File: src/rtl/pq_pkg.sv
// Shared types and constants for the sorted-array priority queue.
// Entry layout is width-parametrised through a macro so each module can size it.
`ifndef PQ_PKG_SV
`define PQ_PKG_SV

`define PQ_ENTRY_T(iw, pw) struct packed { logic [(iw)-1:0] id; logic [(pw)-1:0] prio; }

package pq_pkg;

  typedef enum logic [1:0] {
    ST_IDLE      = 2'd0,
    ST_DROP_SRCH = 2'd1,
    ST_DROP_CMPT = 2'd2
  } pq_arr_state_e;

  localparam int PQ_EMPTY_ID = 0;

endpackage

`endif

File: src/rtl/pq_insert_pos.sv
// Insert position for a sorted entry array: count of valid entries with prio >= new prio,
// plus a one-hot marker of that slot (all-zero when the slot is past the end).
module pq_insert_pos #(
  parameter  int DEPTH = 8,
  parameter  int PW    = 4,
  localparam int CW    = $clog2(DEPTH + 1)
) (
  input  logic [DEPTH-1:0][PW-1:0] i_prio,
  input  logic [DEPTH-1:0]         i_vld,
  input  logic [PW-1:0]            i_push_prio,
  output logic [CW-1:0]            o_pos,
  output logic [DEPTH-1:0]         o_onehot
);

  logic [DEPTH-1:0] w_ge;

  always_comb begin
    o_pos = '0;
    for (int i = 0; i < DEPTH; i++) begin
      w_ge[i] = i_vld[i] & (i_prio[i] >= i_push_prio);
      o_pos   = o_pos + CW'(w_ge[i]);
    end
  end

  // w_ge is a thermometer because the array is sorted; the slot is its first zero.
  always_comb begin
    o_onehot[0] = ~w_ge[0];
    for (int i = 1; i < DEPTH; i++) begin
      o_onehot[i] = ~w_ge[i] & w_ge[i-1];
    end
  end

endmodule

File: src/rtl/pq_sorted_array.sv
// Sorted-array priority queue: push / pop / push+pop bypass / drop-by-id / head peek.
//   state        | meaning
//   ST_IDLE      | accepts push, pop, drop; peek valid when non-empty
//   ST_DROP_SRCH | registers first match of the latched drop id
//   ST_DROP_CMPT | removes the match (if any), pulses drop_vld_o
module pq_sorted_array
  import pq_pkg::*;
#(
  parameter  int DEPTH = 8,
  parameter  int IW    = 4,
  parameter  int PW    = 4,
  localparam int CW    = $clog2(DEPTH + 1)
) (
  input  logic          clk_i,
  input  logic          rst_ni,
  input  logic          push_i,
  input  logic [IW-1:0] push_id_i,
  input  logic [PW-1:0] push_prio_i,
  output logic          push_rdy_o,
  input  logic          pop_i,
  output logic          pop_rdy_o,
  output logic          pop_vld_o,
  output logic [IW-1:0] pop_id_o,
  output logic [PW-1:0] pop_prio_o,
  input  logic          drop_i,
  input  logic [IW-1:0] drop_id_i,
  output logic          drop_rdy_o,
  output logic          drop_vld_o,
  output logic          drop_hit_o,
  output logic          peek_vld_o,
  output logic [IW-1:0] peek_id_o,
  output logic [PW-1:0] peek_prio_o,
  output logic          full_o,
  output logic          empty_o,
  output logic [CW-1:0] count_o,
  output logic          err_o
);

  typedef `PQ_ENTRY_T(IW, PW) pq_entry_t;

  localparam logic [IW-1:0] EMPTY_ID = IW'(PQ_EMPTY_ID);

  pq_arr_state_e            r_state, w_state_nxt;
  pq_entry_t [DEPTH-1:0]    r_arr, w_shift, w_base, w_base_dn, w_ins_arr, w_drop_arr;
  pq_entry_t                r_pop_ent, w_push_ent;
  logic [CW-1:0]            r_cnt, w_cnt_nxt, w_pos;
  logic [DEPTH-1:0]         r_match, w_match, w_vld, w_vld_sh, w_base_vld, w_onehot;
  logic [DEPTH-1:0][PW-1:0] w_base_prio;
  logic [IW-1:0]            r_drop_id;
  logic                     r_pop_vld, r_err;
  logic                     w_full, w_empty, w_push_acc, w_pop_acc, w_drop_acc;
  logic                     w_push_ok, w_bypass, w_pop_head, w_ins, w_err;

  assign w_full     = (r_cnt == CW'(DEPTH));
  assign w_empty    = (r_cnt == '0);
  assign w_push_ent = {push_id_i, push_prio_i};
  assign w_shift    = r_arr >> (IW + PW);

  assign w_push_acc = push_i & push_rdy_o;
  assign w_pop_acc  = pop_i & pop_rdy_o;
  assign w_drop_acc = drop_i & drop_rdy_o;
  assign w_push_ok  = w_push_acc & (push_id_i != EMPTY_ID);
  assign w_bypass   = w_pop_acc & w_push_ok & (w_empty | (push_prio_i > r_arr[0].prio));
  assign w_pop_head = w_pop_acc & ~w_empty & ~w_bypass;
  assign w_ins      = w_push_ok & ~w_bypass;
  assign w_err      = (w_push_acc & (push_id_i == EMPTY_ID)) | (w_pop_acc & w_empty & ~w_push_ok);

  // Push+pop inserts into the head-removed view so a full queue still has room.
  assign w_base     = w_pop_head ? w_shift : r_arr;
  assign w_base_vld = w_pop_head ? w_vld_sh : w_vld;
  assign w_base_dn  = w_base << (IW + PW);

  always_comb begin
    for (int i = 0; i < DEPTH; i++) begin
      w_vld[i]       = (CW'(i) < r_cnt);
      w_vld_sh[i]    = (CW'(i + 1) < r_cnt);
      w_base_prio[i] = w_base[i].prio;
    end
  end

  pq_insert_pos #(.DEPTH(DEPTH), .PW(PW)) u_insert_pos (
    .i_prio      (w_base_prio),
    .i_vld       (w_base_vld),
    .i_push_prio (push_prio_i),
    .o_pos       (w_pos),
    .o_onehot    (w_onehot)
  );

  always_comb begin
    for (int i = 0; i < DEPTH; i++) begin
      if (w_onehot[i])        w_ins_arr[i] = w_push_ent;
      else if (CW'(i) > w_pos) w_ins_arr[i] = w_base_dn[i];
      else                    w_ins_arr[i] = w_base[i];
    end
  end

  always_comb begin
    w_cnt_nxt = r_cnt;
    if (w_ins && !w_pop_head)      w_cnt_nxt = r_cnt + CW'(1);
    else if (w_pop_head && !w_ins) w_cnt_nxt = r_cnt - CW'(1);
  end

  // Lowest index wins, so duplicates lose only their highest-priority copy.
  always_comb begin
    logic found;
    found = 1'b0;
    for (int i = 0; i < DEPTH; i++) begin
      w_match[i] = w_vld[i] & (r_arr[i].id == r_drop_id) & (r_drop_id != EMPTY_ID) & ~found;
      found      = found | w_match[i];
    end
  end

  always_comb begin
    logic behind;
    behind = 1'b0;
    for (int i = 0; i < DEPTH; i++) begin
      behind        = behind | r_match[i];
      w_drop_arr[i] = behind ? w_shift[i] : r_arr[i];
    end
  end

  always_ff @(posedge clk_i or negedge rst_ni) begin
    if (!rst_ni) r_state <= ST_IDLE;
    else         r_state <= w_state_nxt;
  end

  always_comb begin
    w_state_nxt = r_state;
    case (r_state)
      ST_IDLE:      if (w_drop_acc) w_state_nxt = ST_DROP_SRCH;
      ST_DROP_SRCH: w_state_nxt = ST_DROP_CMPT;
      ST_DROP_CMPT: w_state_nxt = ST_IDLE;
      default:      w_state_nxt = ST_IDLE;
    endcase
  end

  always_comb begin
    pop_rdy_o  = 1'b0;
    push_rdy_o = 1'b0;
    drop_rdy_o = 1'b0;
    peek_vld_o = 1'b0;
    drop_vld_o = 1'b0;
    drop_hit_o = 1'b0;
    case (r_state)
      ST_IDLE: begin
        pop_rdy_o  = 1'b1;
        push_rdy_o = ~w_full | pop_i;
        drop_rdy_o = ~push_i & ~pop_i;
        peek_vld_o = ~w_empty;
      end
      ST_DROP_CMPT: begin
        drop_vld_o = 1'b1;
        drop_hit_o = |r_match;
      end
      default: ;
    endcase
  end

  always_ff @(posedge clk_i or negedge rst_ni) begin
    if (!rst_ni) begin
      r_arr     <= '0;
      r_cnt     <= '0;
      r_match   <= '0;
      r_drop_id <= '0;
      r_pop_vld <= 1'b0;
      r_pop_ent <= '0;
      r_err     <= 1'b0;
    end else begin
      r_pop_vld <= w_pop_head | w_bypass;
      r_pop_ent <= w_bypass ? w_push_ent : r_arr[0];
      r_err     <= w_err;
      case (r_state)
        ST_IDLE: begin
          if (w_pop_head || w_ins) r_arr <= w_ins ? w_ins_arr : w_shift;
          r_cnt <= w_cnt_nxt;
          if (w_drop_acc) r_drop_id <= drop_id_i;
        end
        ST_DROP_SRCH: r_match <= w_match;
        ST_DROP_CMPT: begin
          if (|r_match) begin
            r_arr <= w_drop_arr;
            r_cnt <= r_cnt - CW'(1);
          end
        end
        default: ;
      endcase
    end
  end

  assign pop_vld_o   = r_pop_vld;
  assign pop_id_o    = r_pop_ent.id;
  assign pop_prio_o  = r_pop_ent.prio;
  assign peek_id_o   = r_arr[0].id;
  assign peek_prio_o = r_arr[0].prio;
  assign full_o      = w_full;
  assign empty_o     = w_empty;
  assign count_o     = r_cnt;
  assign err_o       = r_err;

endmodule

File: config.mk
export PLATFORM = sky130hd
export DESIGN_NAME = pq_sorted_array
export DESIGN_NICKNAME = d
export VERILOG_FILES = /design/src/rtl/pq_pkg.sv /design/src/rtl/pq_insert_pos.sv /design/src/rtl/pq_sorted_array.sv
export SDC_FILE = /design/constraint.sdc
export NUM_CORES = 1
export LEC_CHECK = 0
export CAP_MARGIN = 20
export CORE_UTILIZATION = 30
export CTS_CLUSTER_SIZE = 24
export DETAILED_ROUTE_END_ITERATION = 10
export GPL_TIMING_DRIVEN = 1
export SYNTH_ARGS = -nofsm -noshare
export SYNTH_HDL_FRONTEND = slang
export SYNTH_SLANG_ARGS = --single-unit
File: constraint.sdc
create_clock -name clk_i -period 20.6 [get_ports clk_i]
set_input_delay 4.12 -clock clk_i [delete_from_list [all_inputs] [get_ports clk_i]]
set_output_delay 4.12 -clock clk_i [all_outputs]
set_load 0.05 [all_outputs]
# After elaboration in Yosys (flattened, before gate mapping)
# Index checks and enable logic that the tools add are counted.
# word_totals
wordCells	237
reg_bits	92
inputBits	17
latch_bits	0
mem_bits_ro	0
mem_bits_rw	0
output_inout_bits	30
mem_count	0
# op_classes
n_mul	0
shift	0
eq_ne	24
bitwise_logic	88
magnitude_cmp	26
n_addsub	9
muxes	43
reduce_logical	23
div	0
# ops
operator	count
64-bit 2-to-1 mux	4
8-bit 2-to-1 mux	26
64-bit case mux with 2 select lines	1
1-bit AND	51
4-bit == test	8
4-bit greater-or-equal comparator	8
4-bit AND reduction	8
4-bit by 1-bit adder with 4-bit output	6
2-bit inequality test, second input constant	11
1-bit inverter	20
1-bit OR	17
3-bit by 4-bit greater-than comparator with 1-bit output, first input constant	4
3-bit by 4-bit less-than comparator with 1-bit output, first input constant	4
4-bit 2-to-1 mux	3
1-bit by 4-bit greater-than comparator with 1-bit output, first input constant	2
2-bit by 4-bit greater-than comparator with 1-bit output, first input constant	2
4-bit logical NOT	2
1-bit by 4-bit less-than comparator with 1-bit output, first input constant	2
2-bit by 4-bit less-than comparator with 1-bit output, first input constant	2
4-bit case mux with 2 select lines	1
4-bit nonzero test	2
8-bit OR reduction	1
1-bit 2-to-1 mux	6
5-bit by 4-bit inequality test with 1-bit output, second input constant	1
other kinds (19)	21

# Depth between registers and ports, before layout
# logic_depth
depth_word	26
depth_mapped	31
mapped_depth_nobuf	26

# Cells and area by module
# From an unflattened synthesis, not the netlist that was laid out.
# hier_totals
cells_unflattened	987
area_unflattened_um2	8097.8
# by_module_without_submodules
module	instances	cells_per_inst	area_per_inst_um2
pq_sorted_array	1	882	7130.6
pq_insert_pos	1	105	967.2

# Least setup slack after synthesis
# Ideal clock, no wire load.
# synth_path
path_type	input -> register
startpoint	in push_prio_i[3]
endpoint	reg r_arr[45] (netlist bit)
setup_slack_ps	9815
n_path_buf	3
required_ps	20517
cell_stages	28
arrival_ps	10703
cell_sequence	ha_1 > a21oi_1 > a31oi_2 > a21oi_4 > buf_6 > buf_6 > mux2i_1 > inv_1 > ha_1 > a21boi_0 > o21ai_0 > a21oi_1 > and2_1 > buf_2 > ha_1 > fa_1 > inv_1 > fa_1 > fa_1 > inv_1 > fa_1 > o21bai_1 > o31a_1 > a31oi_2 > xnor2_1 > nor2_1 > or3_1 > o21ai_0
# synth_via
elab_chain_cells	21
word_cells_on_any_way	42
cone_classes	add/sub: 7; order compare: 10; eq/ne: 1; mux: 7; bitwise: 15; reduce/logical: 2
# synth_rtl
element	line_no	rtl
start: declaration	pq_sorted_array.sv:18	input logic [PW-1:0] push_prio_i,
4-bit greater-than comparator	pq_sorted_array.sv:63	assign w_bypass = w_pop_acc & w_push_ok & (w_empty | (push_prio_i > r_arr[0].prio));
1-bit OR	pq_sorted_array.sv:63	
1-bit AND	pq_sorted_array.sv:63	
1-bit inverter	pq_sorted_array.sv:64, pq_sorted_array.sv:65	
1-bit AND	pq_sorted_array.sv:64	assign w_pop_head = w_pop_acc & ~w_empty & ~w_bypass;
64-bit 2-to-1 mux	pq_sorted_array.sv:69	assign w_base = w_pop_head ? w_shift : r_arr;
4-bit greater-or-equal comparator	pq_insert_pos.sv:20	w_ge[i] = i_vld[i] & (i_prio[i] >= i_push_prio);
1-bit AND	pq_insert_pos.sv:20	
1-bit by 1-bit adder with 2-bit output	pq_insert_pos.sv:21	o_pos = o_pos + CW'(w_ge[i]);
4-bit by 1-bit adder with 4-bit output (6 in a row)	pq_insert_pos.sv:21	
3-bit by 4-bit greater-than comparator with 1-bit output	pq_sorted_array.sv:92	else if (CW'(i) > w_pos) w_ins_arr[i] = w_base_dn[i];
8-bit 2-to-1 mux	pq_sorted_array.sv:92	
8-bit 2-to-1 mux	pq_sorted_array.sv:91	if (w_onehot[i]) w_ins_arr[i] = w_push_ent;
64-bit 2-to-1 mux (2 in a row)	pq_sorted_array.sv:174	if (w_pop_head || w_ins) r_arr <= w_ins ? w_ins_arr : w_shift;
64-bit case mux with 2 select lines	pq_sorted_array.sv:172	case (r_state)
end signal: assignment	pq_sorted_array.sv:174	
end signal: assignment	pq_sorted_array.sv:181	r_arr <= w_drop_arr;
end: declaration	pq_sorted_array.sv:44	pq_entry_t [DEPTH-1:0] r_arr, w_shift, w_base, w_base_dn, w_ins_arr, w_drop_arr;
# Several ways; a longest one is shown, not always the timed one. The select of a mux whose other input is x is not followed.
# A chain may end at the register's enable or synchronous reset.

# Worst setup path in the final report
# layout_path
startpoint	in push_prio_i[0]
endpoint	reg r_arr[22] (netlist bit)
# layout_via
elab_chain_cells	21
word_cells_on_any_way	42
cone_classes	add/sub: 7; order compare: 10; eq/ne: 1; mux: 7; bitwise: 15; reduce/logical: 2
# layout_rtl
element	line_no
4-bit greater-than comparator	pq_sorted_array.sv:63
1-bit OR	pq_sorted_array.sv:63
1-bit AND	pq_sorted_array.sv:63
1-bit inverter	pq_sorted_array.sv:64, pq_sorted_array.sv:65
1-bit AND	pq_sorted_array.sv:64
64-bit 2-to-1 mux	pq_sorted_array.sv:69
4-bit greater-or-equal comparator	pq_insert_pos.sv:20
1-bit AND	pq_insert_pos.sv:20
1-bit by 1-bit adder with 2-bit output	pq_insert_pos.sv:21
4-bit by 1-bit adder with 4-bit output (6 in a row)	pq_insert_pos.sv:21
2-bit by 4-bit greater-than comparator with 1-bit output	pq_sorted_array.sv:92
8-bit 2-to-1 mux	pq_sorted_array.sv:92
8-bit 2-to-1 mux	pq_sorted_array.sv:91
64-bit 2-to-1 mux (2 in a row)	pq_sorted_array.sv:174
64-bit case mux with 2 select lines	pq_sorted_array.sv:172
# Several ways; a longest one is shown, not always the timed one. The select of a mux whose other input is x is not followed.

==> key figures <==
Status
  – Result of the run: complete, no violations

Worst setup path
  – Depth of the worst register-to-register path: 27
  – Startpoint of the lowest-slack register-to-register path: count_o[0]
  – Kind of end point of the critical path: flip-flop
  – Stage delay of the slowest cell on the critical path: between 0.5 and 0.6 ns
  – Number of buffers and inverters on the critical path: 7
  – Top Family by Delay on Critical Path: adder cells
  – Critical Setup Path Class: input pin to flip-flop
  – Nature of the critical path startpoint: input pin
  – Critical path arrival: roughly 12 ns
  – Worst R2R Setup Slack: 12.28 ns
  – Stages on the worst setup path: 29
  – Data required time of the worst path: about 21 ns
  – Worst reg2reg endpoint: r_arr[22]
  – Cell with the largest stage delay on the worst path: fa_1
  – Largest fanout of any net on the critical path: 15

Global route
  – Total gr overflow: 0
  – All-layer global routing usage: around 20%
  – Wire length of the first global-routing pass: between 40,000 and 50,000 um
  – Number of antenna violations at the first check in global routing: 0
  – Maximum number of pins on one net before global-route repair: between 50 and 60
  – Number of global-route vias before repair: approximately 7,200

STA
  – Unrepaired setup endpoints after global routing: no
  – Final setup skew: around 0.0087 ns
  – Post-route clock period utilization: just under 60%
  – Final critical delay including setup and external delays: about 12 ns
  – Worst Tran Pin Value: roughly 0.96 ns
  – Smallest setup slack after layout: ~8.4 ns
  – Total count of hold-check failures in the final report: 0
  – Setup TNS: 0 ns
  – Final-report max-slew violation count: 0
  – Maximum clock rate: around 82 MHz
  – Number of failing setup endpoints in the final timing report: 0
  – Worst slew margin relative to its limit: about 36%

Routing
  – Number of nets still failing antenna checks after routing: 0
  – Average wire per standard cell: 20.7 um
  – Number of iterations in the first detailed-routing pass: 7
  – DRC violation count after routing: 0
  – Number of design-rule violations left by the first detailed-router iteration: between 900 and 1,000
  – Wire length after detailed routing: roughly 27,000 um
  – Total via count in the routed design: between 7,000 and 8,000
  – Number of vias per cell after detailed routing: 5.87

Logic synthesis
  – Sequential-to-total area share from yosys stat: 29.1%
  – Number of synthesized flops with an enable pin: 0
  – Dominant cells by area after synthesis: dfrtp_1 (29%), ha_1 (6.8%), nand2_1 (5.3%), nor2_1 (3.8%), mux2i_1 (3.8%)
  – Share of flip-flops with an asynchronous set or reset after synthesis: 100%
  – Post-synthesis instance area: just under 0.008 mm2
  – Syn avg cell area: about 8.3 um2
  – Cells after synthesis: between 900 and 1,000
  – Number of warnings reported in the yosys synthesis log: 0
  – Yosys top cell by area: dfrtp_1
  – Area share of the largest cell type after synthesis: roughly 29%
  – Most repeated cell in the gate-level netlist after synthesis: nand2_1
  – Distinct cell type count after synthesis: 83
  – Nets in the synthesized netlist: 1,017
  – Most common library cells after synthesis: nand2_1 (112), dfrtp_1 (92), nor2_1 (81)
  – Dominant register cell in the synthesized netlist: dfrtp_1
  – Yosys reg bits: 92

Place
  – Post-detailed-placement half-perimeter wirelength: between 15,000 and 20,000 um
  – Count of port buffers added during placement: between 40 and 50
  – Setup slack after placement: between 8 and 9 ns
  – Placer Congestion: 0.930

CTS
  – Cts bufs inserted: 9
  – Number of sinks handled by clock tree synthesis: between 90 and 100
  – Post-CTS Setup Inserts: 0
  – TritonCTS clock tree: done
  – Count of instances resized after the clock tree is built: 0
  – Clk Tree Root Cell: clkbuf_16
  – Clk Latency, worst-skew pair: 0.36 ns
  – Clock input transition at the sequential cells of the worst setup and hold paths: approximately 0.070 ns
  – Max Root-Sink Buffers: 2
  – Max H-tree Level: 3
  – Post-CTS Hold Fix Bufs: 0

Die
  – Height of the die: 165 um
  – Initial cell density of the core: 30.5%
  – Full die area: ~0.027 mm2
  – Number of core rows: 59
  – Overall die width: ~160 um
  – Std-Cell Core Area: roughly 0.026 mm2
  – IO Pins: 47

Cells and area
  – Relative area change from synthesis to final layout: 12.3%
  – Number of nets in the finished design: about 1,000
  – Number of inserted diodes: 0
  – Fraction of final layout cells sized beyond drive strength 1: under 10%

Job
  – Maximum Capacitance Violations: 0

Min path
  – Class of the tightest hold or removal check: flip-flop to flip-flop
  – Number of stages on the worst hold path: 2
  – Start point of the worst hold path: r_match[5]
  – Sink of the worst hold path: r_match[5]
[cell families after synthesis]
family	synth area share [%]
compound gates	25.9
buf+inv	6.60
mux	5.07
simple gates	21.3
flops	29.1
fa+ha+maj	7.80
xor+xnor	4.31
[layout by cell type, fill, tap and decap left out, types with 10 or more instances in the layout]
cell and n:
nand2_1 112, dfrtp_1 92, nor2_1 81, inv_1 47, o21ai_0 46, clkdlybuf4s50_1 45, a21oi_1 43, ha_1 43
nor3_1 35, mux2i_1 30, nand3_1 24, xor2_1 22, buf_4 18, nand2b_1 17, a22oi_1 17, a211oi_1 17
xnor2_1 17, nor4_1 15, o211ai_1 15, a221oi_1 13, a22o_1 12, nand4_1 10, and3_1 10
[layout make-up]
cell class              count  area, um2
well taps                 335        419
fillers                  2718      17100
clock inverters             7       76.3
flip-flops and latches     92       2300
multi-input cells         752       5110
repair buffers             63        586
clock buffers               9        225
inverters                  48        181
[worst max path at each step]
stage | startpoint | to | slack [ns]
after floorplan | push_prio_i[3] | r_arr[45] | 9.81
after global placement | push_prio_i[0] | r_arr[22] | 8.38
after detailed placement | push_prio_i[0] | r_arr[22] | 8.25
after CTS | push_prio_i[0] | r_arr[22] | 8.60
after global routing | push_prio_i[0] | r_arr[14] | 7.96
final | push_prio_i[0] | r_arr[22] | 8.43
[routing by layer]
| layer | wire (um) | track usage (%) | part of all wire [%] | vias to the layer above |
|---|---|---|---|---|
| met1 | 11900 | 27.3 | 44 | 3704 |
| met3 | 2060 | 2.81 | 7.6 | 54 |
| met5 | 0 | 0 | 0 | - |
| li1 | - | - | - | 3545 |
| met4 | 853 | 7.96 | 3.2 | 0 |
| met2 | 12200 | 32.1 | 45 | 368 |
[registers in the layout, summed over array words and instances (netlist names), 2 cells and up]
| signal | cells |
|---|---|
| count_o | 4 |
| peek_id_o | 4 |
| peek_prio_o | 4 |
| pop_id_o | 4 |
| pop_prio_o | 4 |
| r_arr | 56 |
| r_drop_id | 4 |
| r_match | 8 |
| r_state | 2 |
[stage by stage]
step,util (%),std cells,hold WS [ns],area (um2)
2_1_floorplan,-,953,0.462,7920
3_3_place_gp,33.1,1290,0.488,8600
3_5_place_dp,33.1,1290,0.487,8600
4_1_cts,34.2,1306,0.506,8900
5_1_grt,34.2,1306,0.542,8900
6_report,34.2,1306,0.506,8900
[worst min-delay path, delay by kind of cell (launching register included)]
family / cells / cell delay [ns]
AND/OR/NAND/NOR: 2 / 0.11
flip-flops: 1 / 0.37
Power is not shown: default switching activity piles up to over one toggle a cycle in this logic, so the estimate is an artifact.
==> RTL change (same flow settings) <==
`DEPTH` is set to 8 in 2 places; all go to 16.
--- a/src/rtl/pq_insert_pos.sv
+++ b/src/rtl/pq_insert_pos.sv
@@ -1,7 +1,7 @@
 // Insert position for a sorted entry array: count of valid entries with prio >= new prio,
 // plus a one-hot marker of that slot (all-zero when the slot is past the end).
 module pq_insert_pos #(
-  parameter  int DEPTH = 8,
+  parameter  int DEPTH = 16,
   parameter  int PW    = 4,
   localparam int CW    = $clog2(DEPTH + 1)
 ) (
--- a/src/rtl/pq_sorted_array.sv
+++ b/src/rtl/pq_sorted_array.sv
@@ -6,7 +6,7 @@
 module pq_sorted_array
   import pq_pkg::*;
 #(
-  parameter  int DEPTH = 8,
+  parameter  int DEPTH = 16,
   parameter  int IW    = 4,
   parameter  int PW    = 4,
   localparam int CW    = $clog2(DEPTH + 1)
Interface: changed (resized count_o); port bits go from 47 to 48. The function was not compared with the original's and may differ.
==> RTL change against the unedited design <==
Routed wire length rose by 120%; clock skew increased by 0.0088 ns; synthesized cell count increased by 93%; hold slack worse by 0.020 ns; core utilization decreased by 0.64 points; design area up 84%; count of clock-buffer cells in the layout is 8 higher; synthesized area rose by 87%; sequential cell count increased by 73; worst setup slack lost 1.9 ns; critical path type unchanged; critical endpoint is now r_arr[117]$_DFFE_PN0P_; largest cell class unchanged.
Power is left out: the tool's default activity adds up to more than one toggle a clock period on the data nets, which glitch-free logic cannot reach.
==> RTL change: results <==
metrics = {
    "cells_and_area": {
        "inverters": 70,
        "register_area_mm2": 0.004129,
        "clock_area_frac": 0.03597,
        "multiInputGateArea_mm2": 0.009901,
        "nNonClkBuffers": 78,
        "largest_reg_flops": 120,
        "drive_gt1_frac": 0.07444,
        "buf_share": 0.04291,
        "layout.nets": 1921,
        "finalNonFillerCells": 2491,
        "multi_input_cells": 1483,
        "fillCellCount": 5089,
    },
    "timing": {
        "finClkSkew_ns": 0.01752,
    },
    "route": {
        "wl_per_cell_um": 24.23,
        "firstDrtPassIters": 6,
        "route.met2.wl_um": 26680,
        "via_per_inst": 6.157,
    },
    "grt": {
        "first_global_vias": 14419,
        "grt.met3_usage": 0.04860,
        "grt_usage": 0.2405,
        "grt_max_degree": 76,
    },
    "synth": {
        "ys_types": 92,
        "syn_avg_cell_area_um2": 8.068,
        "synth_mux_area_frac": 0.03886,
        "synthAdderAreaFrac": 0.08007,
        "synth-compound-area-share": 0.3077,
        "ys_top_cells_by_area": "dfrtp_1, ha_1, nand2_1",
    },
    "place": {
        "hpwl_um": 43700,
        "io_buffers": 47,
        "place_area_mm2": 0.01582,
        "routabilityCongestion": 0.9688,
        "post-place-ws_ns": 6.251,
    },
    "run_status": {
        "outcome": "completed",
    },
    "clock_network": {
        "htreeDepth": 4,
    },
}
-- RTL change: cell count changes in the layout (fill, tap and decap cells not counted), sizes merged, moves of 31 or more --
cell   unedited run  this run
nand2           112       219
a21oi            46       138
o21ai            59       149
dfrtp            92       165
nor2             85       144
ha               43        79
inv              48        79
o22a              3        34
-- RTL change: final timing paths --
| kind | endpoint | slack [ns] | depth (start not counted) |
|---|---|---|---|
| max reg2reg | r_arr[117]$_DFFE_PN0P_ | 9.80 | 31 |
| max in group asynchronous | r_arr[87]$_DFFE_PN0P_ | 15.04 | 3 |
| min | r_match[3]$_DFFE_PN0N_ | 0.49 | 2 |
| max | r_arr[117]$_DFFE_PN0P_ | 6.55 | 34 |
| min in group asynchronous | r_match[0]$_DFFE_PN0N_ | 3.69 | 1 |
| min reg2reg | r_match[3]$_DFFE_PN0N_ | 0.49 | 2 |
